File: src/rtl/segment_display_decoder_pkg.sv
// segment_display_decoder_pkg: glyph table, FSM states and illegal-glyph marker shared by the decoder.
package segment_display_decoder_pkg;
  localparam logic [15:0][6:0] GLYPHS = {
    7'h0E, 7'h06, 7'h21, 7'h46, 7'h03, 7'h08, 7'h10, 7'h00,
    7'h78, 7'h02, 7'h12, 7'h19, 7'h30, 7'h24, 7'h79, 7'h40
  };
  localparam logic [3:0] ILLEGAL_NIBBLE = 4'h0;
  typedef enum logic [1:0] {WAIT_SEL, SETTLE, HOLD} state_t;
endpackage

File: src/rtl/segment_glyph_lookup.sv
// segment_glyph_lookup: maps an active-low GFEDCBA pattern to its hex nibble and a legal flag.
module segment_glyph_lookup
  import segment_display_decoder_pkg::*;
(
  input  logic [6:0] pattern,
  output logic [3:0] nibble,
  output logic       legal
);
  always_comb begin
    nibble = ILLEGAL_NIBBLE;
    legal = 1'b0;
    for (int i = 0; i < 16; i++)
      if (pattern == GLYPHS[i]) begin
        nibble = 4'(i);
        legal = 1'b1;
      end
  end
endmodule

File: src/rtl/segment_display_decoder.sv
// segment_display_decoder: debounces a multiplexed 7-segment scan into a hex frame.
// Define SEGMENT_DECODER_ERR_COUNT_EN to enable the saturating o_ERR_COUNT counter.
module segment_display_decoder
  import segment_display_decoder_pkg::*;
#(
  parameter int STABLE_CYCLES = 4,
  parameter int NUM_DIGITS = 4
) (
  input  logic                    i_CLK,
  input  logic                    i_RST,
  input  logic [6:0]              i_SEG,
  input  logic [NUM_DIGITS-1:0]   i_DIGIT_SEL,
  output logic [4*NUM_DIGITS-1:0] o_VALUE,
  output logic                    o_VALID,
  output logic                    o_ERR,
  output logic [7:0]              o_ERR_COUNT
);
  localparam int IW = NUM_DIGITS > 1 ? $clog2(NUM_DIGITS) : 1;
  state_t state_q, state_d;
  logic [IW-1:0] idx, sel_q;
  logic [6:0] seg_q;
  logic [7:0] cnt_q, cnt_d;
  logic [4*NUM_DIGITS-1:0] frame_q;
  logic [NUM_DIGITS-1:0] cap_q;
  logic legal_sel, same_sel, settle_ok, hold_ok, load, acc, glyph_legal;
  logic [3:0] nibble;
  segment_glyph_lookup u_lookup (.pattern(i_SEG), .nibble(nibble), .legal(glyph_legal));
  always_comb begin
    idx = '0;
    for (int i = 0; i < NUM_DIGITS; i++)
      if (!i_DIGIT_SEL[i]) idx = IW'(i);
  end
  assign legal_sel = $onehot(~i_DIGIT_SEL);
  assign same_sel = legal_sel && idx == sel_q;
  assign settle_ok = state_q == SETTLE && same_sel && i_SEG == seg_q;
  assign hold_ok = state_q == HOLD && same_sel;
  // Anything that is not a continued settle or hold restarts from a fresh latch.
  assign load = legal_sel && !settle_ok && !hold_ok;
  assign acc = (load && STABLE_CYCLES == 1) ||
               (settle_ok && ({1'b0, cnt_q} + 9'd1) >= 9'(STABLE_CYCLES));
  always_comb begin
    state_d = acc ? HOLD : (load || settle_ok) ? SETTLE : hold_ok ? HOLD : WAIT_SEL;
    cnt_d = load ? 8'd1 : settle_ok ? cnt_q + 8'd1 : cnt_q;
  end
  always_ff @(posedge i_CLK or posedge i_RST) begin
    if (i_RST) begin
      state_q <= WAIT_SEL;
      cnt_q <= '0;
      sel_q <= '0;
      seg_q <= '0;
      frame_q <= '0;
      cap_q <= '0;
      o_VALUE <= '0;
      o_VALID <= 1'b0;
      o_ERR <= 1'b0;
    end else begin
      state_q <= state_d;
      cnt_q <= cnt_d;
      if (load) begin
        sel_q <= idx;
        seg_q <= i_SEG;
      end
      o_ERR <= acc && !glyph_legal;
      o_VALID <= &cap_q;
      if (&cap_q) o_VALUE <= frame_q;
      // A digit accepted during frame completion seeds the next frame.
      cap_q <= (&cap_q ? '0 : cap_q) | (acc && glyph_legal ? ~i_DIGIT_SEL : '0);
      if (acc && glyph_legal) frame_q[idx*4 +: 4] <= nibble;
    end
  end
`ifdef SEGMENT_DECODER_ERR_COUNT_EN
  logic [7:0] err_cnt_q;
  always_ff @(posedge i_CLK or posedge i_RST) begin
    if (i_RST) err_cnt_q <= '0;
    else if (o_ERR && err_cnt_q != 8'hFF) err_cnt_q <= err_cnt_q + 8'd1;
  end
  assign o_ERR_COUNT = err_cnt_q;
`else
  assign o_ERR_COUNT = '0;
`endif
endmodule

File: config.mk
export PLATFORM = sky130hd
export DESIGN_NAME = segment_display_decoder
export DESIGN_NICKNAME = d
export VERILOG_FILES = /design/src/rtl/segment_display_decoder_pkg.sv /design/src/rtl/segment_glyph_lookup.sv /design/src/rtl/segment_display_decoder.sv
export SDC_FILE = /design/constraint.sdc
export NUM_CORES = 1
export LEC_CHECK = 0
export BUFFER_PORTS_ARGS = -buffer_cell sky130_fd_sc_hd__buf_2
export CORE_MARGIN = 2
export CORE_UTILIZATION = 60
export CTS_BUF_LIST = sky130_fd_sc_hd__clkbuf_2 sky130_fd_sc_hd__clkbuf_4 sky130_fd_sc_hd__clkbuf_8
export CTS_CLUSTER_DIAMETER = 30
export DETAILED_ROUTE_END_ITERATION = 8
export GPL_TIMING_DRIVEN = 0
export HOLD_SLACK_MARGIN = 0.06
export PLACE_DENSITY = 0.82
export SLEW_MARGIN = 20
export SYNTH_ARGS = -nofsm -noshare
export SYNTH_HDL_FRONTEND = slang
export SYNTH_HIERARCHICAL = 1
export SYNTH_SLANG_ARGS = --single-unit
File: constraint.sdc
create_clock -name i_CLK -period 5.7 [get_ports i_CLK]
set_input_delay 0.285 -clock i_CLK [delete_from_list [all_inputs] [get_ports i_CLK]]
set_output_delay 0.285 -clock i_CLK [all_outputs]
set_load 0.02 [all_outputs]
-- Word level (Yosys, flattened, before mapping)
Cells that the tools add are included.
- register bits: 57
- output and inout port bits: 26
- order comparisons: 1
- shift operators: 2
- bitwise gates (word level): 2
- reductions and logical operators: 16
- eq/ne operators: 20
- add/sub/neg operators: 6
- multiplexer cells: 42
- operators with widths (operator ; number):
    two-way mux 4 bit ; 10
    negator 4 -> 34 bit ; 1
    variable shift 4 x 34 -> 16 bit (first input constant) ; 1
    indexed part select 4 x 34 -> 16 bit ; 1
    equality test 7 bit (second input constant) ; 4
    equality test 7 x 5 -> 1 bit (second input constant) ; 3
    equality test 7 x 6 -> 1 bit (second input constant) ; 3
    two-way mux 1 bit ; 18
    bitwise mux 16 bit ; 1
    two-way mux 8 bit ; 2
    equality test 7 x 2 -> 1 bit (second input constant) ; 2
    equality test 7 x 4 -> 1 bit (second input constant) ; 2
    two-way mux 2 bit ; 7
    two-way mux 3 bit ; 4
    adder 8 x 1 -> 9 bit (second input constant) ; 1
    >= comparator 9 x 3 -> 1 bit (second input constant) ; 1
    logical AND 1 bit ; 9
    adder 8 x 1 -> 8 bit (second input constant) ; 1
    equality test 7 x 3 -> 1 bit (second input constant) ; 1
    equality test 7 bit ; 1
    logical NOT 7 bit ; 1
    adder 1 x 1 -> 2 bit ; 2
    inverter 4 bit ; 1
    OR 4 bit ; 1
    9 further kinds ; 11

-- Longest topological paths before layout
- depth after elaboration: 20
- mapped depth: 10
- gate-level depth less buffers: 9

-- Cells and area by module
Netlist, hierarchy kept.
- by module, submodules not included (module ; cells each ; times used ; area each (um2) ; sequential area each (um2)):
    segment_display_decoder ; 271 ; 1 ; 2932.8 ; 1426.4
    segment_glyph_lookup ; 55 ; 1 ; 329.1 ; 0.0

-- Least setup slack after synthesis
No wires, ideal clock.
- path type: input -> register
- start point: input port i_DIGIT_SEL[0]
- end point: register frame_q[10]
- data required time: 5.573 ns
- cell stages on the path: 10
- slack: 2.584 ns
- library setup time: 0.127 ns
- arrival: 2.989 ns
- path buffers: 1
- cell sequence: fa_1 inv_1 ha_1 ha_1 nor3b_2 o21ai_1 a2111o_1 buf_6 a2111oi_4 mux2_1
- word-level cells in the longest chain between the ends: 9
- ends and longest elaborated chain (what ; line ; RTL):
    start, declared ; segment_display_decoder.sv:12 ; input logic [NUM_DIGITS-1:0] i_DIGIT_SEL,
    inverter 4 bit ; segment_display_decoder.sv:33 ; assign legal_sel = $onehot(~i_DIGIT_SEL);
    adder 1 x 1 -> 2 bit (implied by the code) ; segment_display_decoder.sv:33 ;
    adder 2 x 2 -> 3 bit (implied by the code) ; segment_display_decoder.sv:33 ;
    equality test 3 x 1 -> 1 bit ; segment_display_decoder.sv:33 ;
    logical AND 1 bit ; segment_display_decoder.sv:34 ; assign same_sel = legal_sel && idx == sel_q;
    logical AND 1 bit (2 in series) ; segment_display_decoder.sv:35 ; assign settle_ok = state_q == SETTLE && same_sel && i_SEG == seg_q;
    logical AND 1 bit ; segment_display_decoder.sv:40 ; (settle_ok && ({1'b0, cnt_q} + 9'd1) >= 9'(STABLE_CYCLES));
    logical AND 1 bit ; segment_display_decoder.sv:68 ; if (acc && glyph_legal) frame_q[idx*4 +: 4] <= nibble;
    end signal, assigned by index ; segment_display_decoder.sv:68 ;
    end, declared ; segment_display_decoder.sv:23 ; logic [4*NUM_DIGITS-1:0] frame_q;
Every way passes these cells.
A chain may end at the register's enable or synchronous reset.

-- Worst setup path after layout
- start point: input port i_DIGIT_SEL[0]
- end point: register frame_q[0]
The elaborated chain is that of the path after synthesis.

==> impl_metrics.csv <==
group,metric,value,unit
die,io_pins,39,
global_route,grt_pass1_wl,11700,um
power,combPwrFrac,14.9,%
clocking,cts_tree,"done",
logic_synthesis,yosysSeqAreaShare,43.7,%
finish,fillers,376,
critical_path,slowest_stage,"fa_1",
sta,drv_slew,0,
logic_synthesis,ys_seq_elements,57,
clocking,post-cts-setup-buffers,0,
placement,gp_congestion,0.906,
placement,dp_cells,433,
routing,vias,2545,
critical_path,crit_top_cell,"ha_1",
power,p_sw,280,uW
run,drv_cap,0,
routing,drt_first_pass_iters,6,
sta,fmax,308,MHz
logic_synthesis,yosysTopAreaCellShare,43.7,%
finish,diodes,0,
sta,worstMarginPinSlew,0.904,ns
logic_synthesis,synth-async-reset-ratio,100,%
die,die_area,6040,um2
power,vdd_ir_drop_max,0.000188,V
die,core,5170,um2
critical_path,path_delay_family,"compound AO/OA/AOI/OAI gates",
critical_path,arrival,3.49,ns
die,rows,26,
clocking,clock-sinks,57,
clocking,clk_path_buf_depth,2,
die,start_util,63.1,%
routing,drt-wirelength-per-cell,15.1,um
sta,finClkSkew,0.0128,ns
logic_synthesis,synth_warnings,6,
sta,finalSetupViolCount,0,
global_route,grt_util_met3,6.05,%
global_route,met1_usage,30.1,%
global_route,grt-ovfl-total,0,
critical_path,startpoint_type,"input pin",
sta,rsz0062_at_grt,"no",
placement,io_buffers,30,
hold_path,hold_path.class,"in2async",
critical_path,cp_max_fo,9,
global_route,grt_pass1_vias,2533,
sta,min_period,3.25,ns
global_route,busiest_layer,"met2",
logic_synthesis,synth_cell_types,54,
logic_synthesis,synth_top_area_cell,"dfrtp_1",
clocking,clock_latency,0.35,ns
power,power_frac_seq,42.8,%
power,clkPwrFrac,42.3,%
critical_path,cpPeakStageDelay,0.53,ns
clocking,numCtsBuffers,9,
finish,finalNetCount,397,
critical_path,setup.worst_path.class,"in2reg",
logic_synthesis,syn_inst,326,
critical_path,path_buf_inv,3,
critical_path,end_kind,"flop",
global_route,grt_util_met2,43.0,%
power,leakagePower,1.81,nW
logic_synthesis,synth_enable_flop_cells,0,
placement,dp_slack,2.18,ns
logic_synthesis,synth_flop_cell,"dfrtp_1",
run_status,status,"completed",
sta,setup_ws,2.45,ns
critical_path,crit_path_cell_trace,"buf_2 > fa_1 > inv_1 > ha_1 > ha_1 > nor3b_2 > o21ai_1 > a2111o_1 > buf_6 > a2111oi_4 > mux2i_1",
die,die_h,77.7,um
routing,ant_nets,0,
sta,min_period_over_period,57.0,%
global_route,antenna_found_initial,0,
routing,finalWirelength,6790,um
logic_synthesis,synthTopCellsByArea,"dfrtp_1 44%, nand2_1 5.2%, a2111oi_4 4.2%",
die,fp.dieW,77.7,um
power,p_per_area,287,nW/um2
sta,setup_tns,0,ns
clocking,root_buffer,"clkbuf_8",
logic_synthesis,syn_area_per_cell,10.0,um2
power,p_sw_share,25.9,%
clocking,htree_levels,3,
sta,maxSlewHeadroom,39.7,%
global_route,grt_usage,24.9,%
finish,drive_gt1_share,22.4,%
placement,hpwl,4760,um
power,p_int,803,uW
critical_path,cp.required,5.94,ns
clocking,post_cts_resized,0,
clocking,cts_hold_buf,0,
clocking,cts.clk_slew.worst_paths,0.08,ns
sta,hold_viol_final,0,
logic_synthesis,syn_area,3260,um2
routing,viasPerCell,5.67,
routing,drt_iter0_drc,393,
finish,final_cells,449,
global_route,grt_max_degree,58,
routing,drc,0,
finish,final_core_util,72.9,%
finish,area_growth,15.6,%
[power groups by stage]
stage / logic (mW) / clock network [mW] / registers (mW)
2_1_floorplan: 0.130 / 0 / 0.465
3_3_place_gp: 0.155 / 0 / 0.468
3_5_place_dp: 0.161 / 0 / 0.470
4_1_cts: 0.163 / 0.465 / 0.463
5_1_grt: 0.182 / 0.482 / 0.469
6_report: 0.162 / 0.457 / 0.463
[cell type report]
cell class	count	area [um2]	share of cell area, %
Buffer	20	134	3.55
Clock buffer	9	124	3.28
Clock inverter	7	119	3.15
Inverter	31	119	3.15
Multi-Input combinational cell	225	1610	42.7
Sequential cell	57	1430	37.8
Tap cell	70	87.6	2.32
Timing Repair Buffer	30	150	3.98
[logic make-up (layout without fill, tap and decap cells)]
kind of cell	after synthesis	in the layout	share of synthesized area [%]
adders and majority gates	10	10	4.07
AOI/OAI and AO/OA	61	61	16.5
muxes	23	23	7.48
xor gates and xnor gates	8	8	2.15
buffers and inverters	51	97	7.67
DFF	57	57	43.7
and+or+nand+nor	115	115	18.3
other	1	8	0.115
[cells in the mapped netlist (6+ instances only)]
library cell,n
xnor2_1,8
a21oi_1,6
ha_1,9
o21ai_0,17
inv_1,30
nand2_1,45
mux2i_1,12
nor2_1,16
nand3_1,6
dfrtp_1,57
buf_4,8
mux2_2,7
nand4_1,14
[registers in the layout, indices dropped and copies added, names as in the netlist]
signal / cells
sel_q: 2
cnt_q: 8
o_ERR: 1
o_VALID: 1
frame_q: 16
cap_q: 4
seg_q: 7
o_VALUE: 16
state_q: 2
[stage by stage]
| stage | power [mW] | hold slack, ns | instance area [um2] |
|---|---|---|---|
| finish | 1.08 | 0.0585 | 3770 |
| global route | 1.13 | 0.117 | 3770 |
| CTS | 1.09 | 0.0763 | 3770 |
| detailed placement | 0.632 | 0.443 | 3530 |
| global placement | 0.623 | 0.450 | 3530 |
| floorplan | 0.595 | 0.432 | 3290 |
[final timing paths]
kind / slack, ns / end / from / depth (start not counted)
worst min register to register: 0.47 / o_VALUE[11] / o_VALUE[11] / 2
worst max-delay path: 2.45 / frame_q[0] / i_DIGIT_SEL[0] / 11
min in group i_CLK: 0.23 / seg_q[1] / i_SEG[1] / 2
worst min-delay path: 0.06 / o_VALID / i_RST / 2
worst max register to register: 3.21 / frame_q[11] / cnt_q[0] / 6
max in group asynchronous: 5.19 / seg_q[1] / i_RST / 2
[placed cells by master, fill, tap and decap left out, types with 2 or more instances in the layout]
| master | count |
|---|---|
| buf_4 | 8 |
| nor3b_1 | 2 |
| nor2_1 | 16 |
| nand3_1 | 6 |
| and3b_1 | 2 |
| conb_1 | 8 |
| mux2i_1 | 12 |
| nor2b_1 | 4 |
| a211o_1 | 4 |
| bufinv_16 | 3 |
| nand4_1 | 14 |
| nand2b_1 | 2 |
| nand2_1 | 45 |
| mux2_2 | 7 |
| nor3_1 | 5 |
| dfrtp_1 | 57 |
| o21ai_0 | 17 |
| a21o_1 | 5 |
| o21ai_1 | 5 |
| clkbuf_8 | 9 |
| buf_6 | 3 |
| ha_1 | 9 |
| and2_1 | 3 |
| xnor2_1 | 8 |
| inv_1 | 29 |
| a2111oi_4 | 5 |
| a21oi_1 | 6 |
| and3_1 | 5 |
| mux2_1 | 4 |
| a32o_1 | 4 |
| buf_2 | 35 |
| a211oi_1 | 4 |
| clkbuf_1 | 4 |
| a22o_1 | 2 |
| clkinvlp_4 | 2 |
[metal layers]
| metal | share of wire [%] | up-vias |
|---|---|---|
| met5 | 0 | - |
| met3 | 5.0 | 14 |
| met4 | 1.6 | 0 |
| met1 | 42 | 1216 |
| li1 | - | 1214 |
| met2 | 51 | 101 |
(Power assumes the default switching activity.)
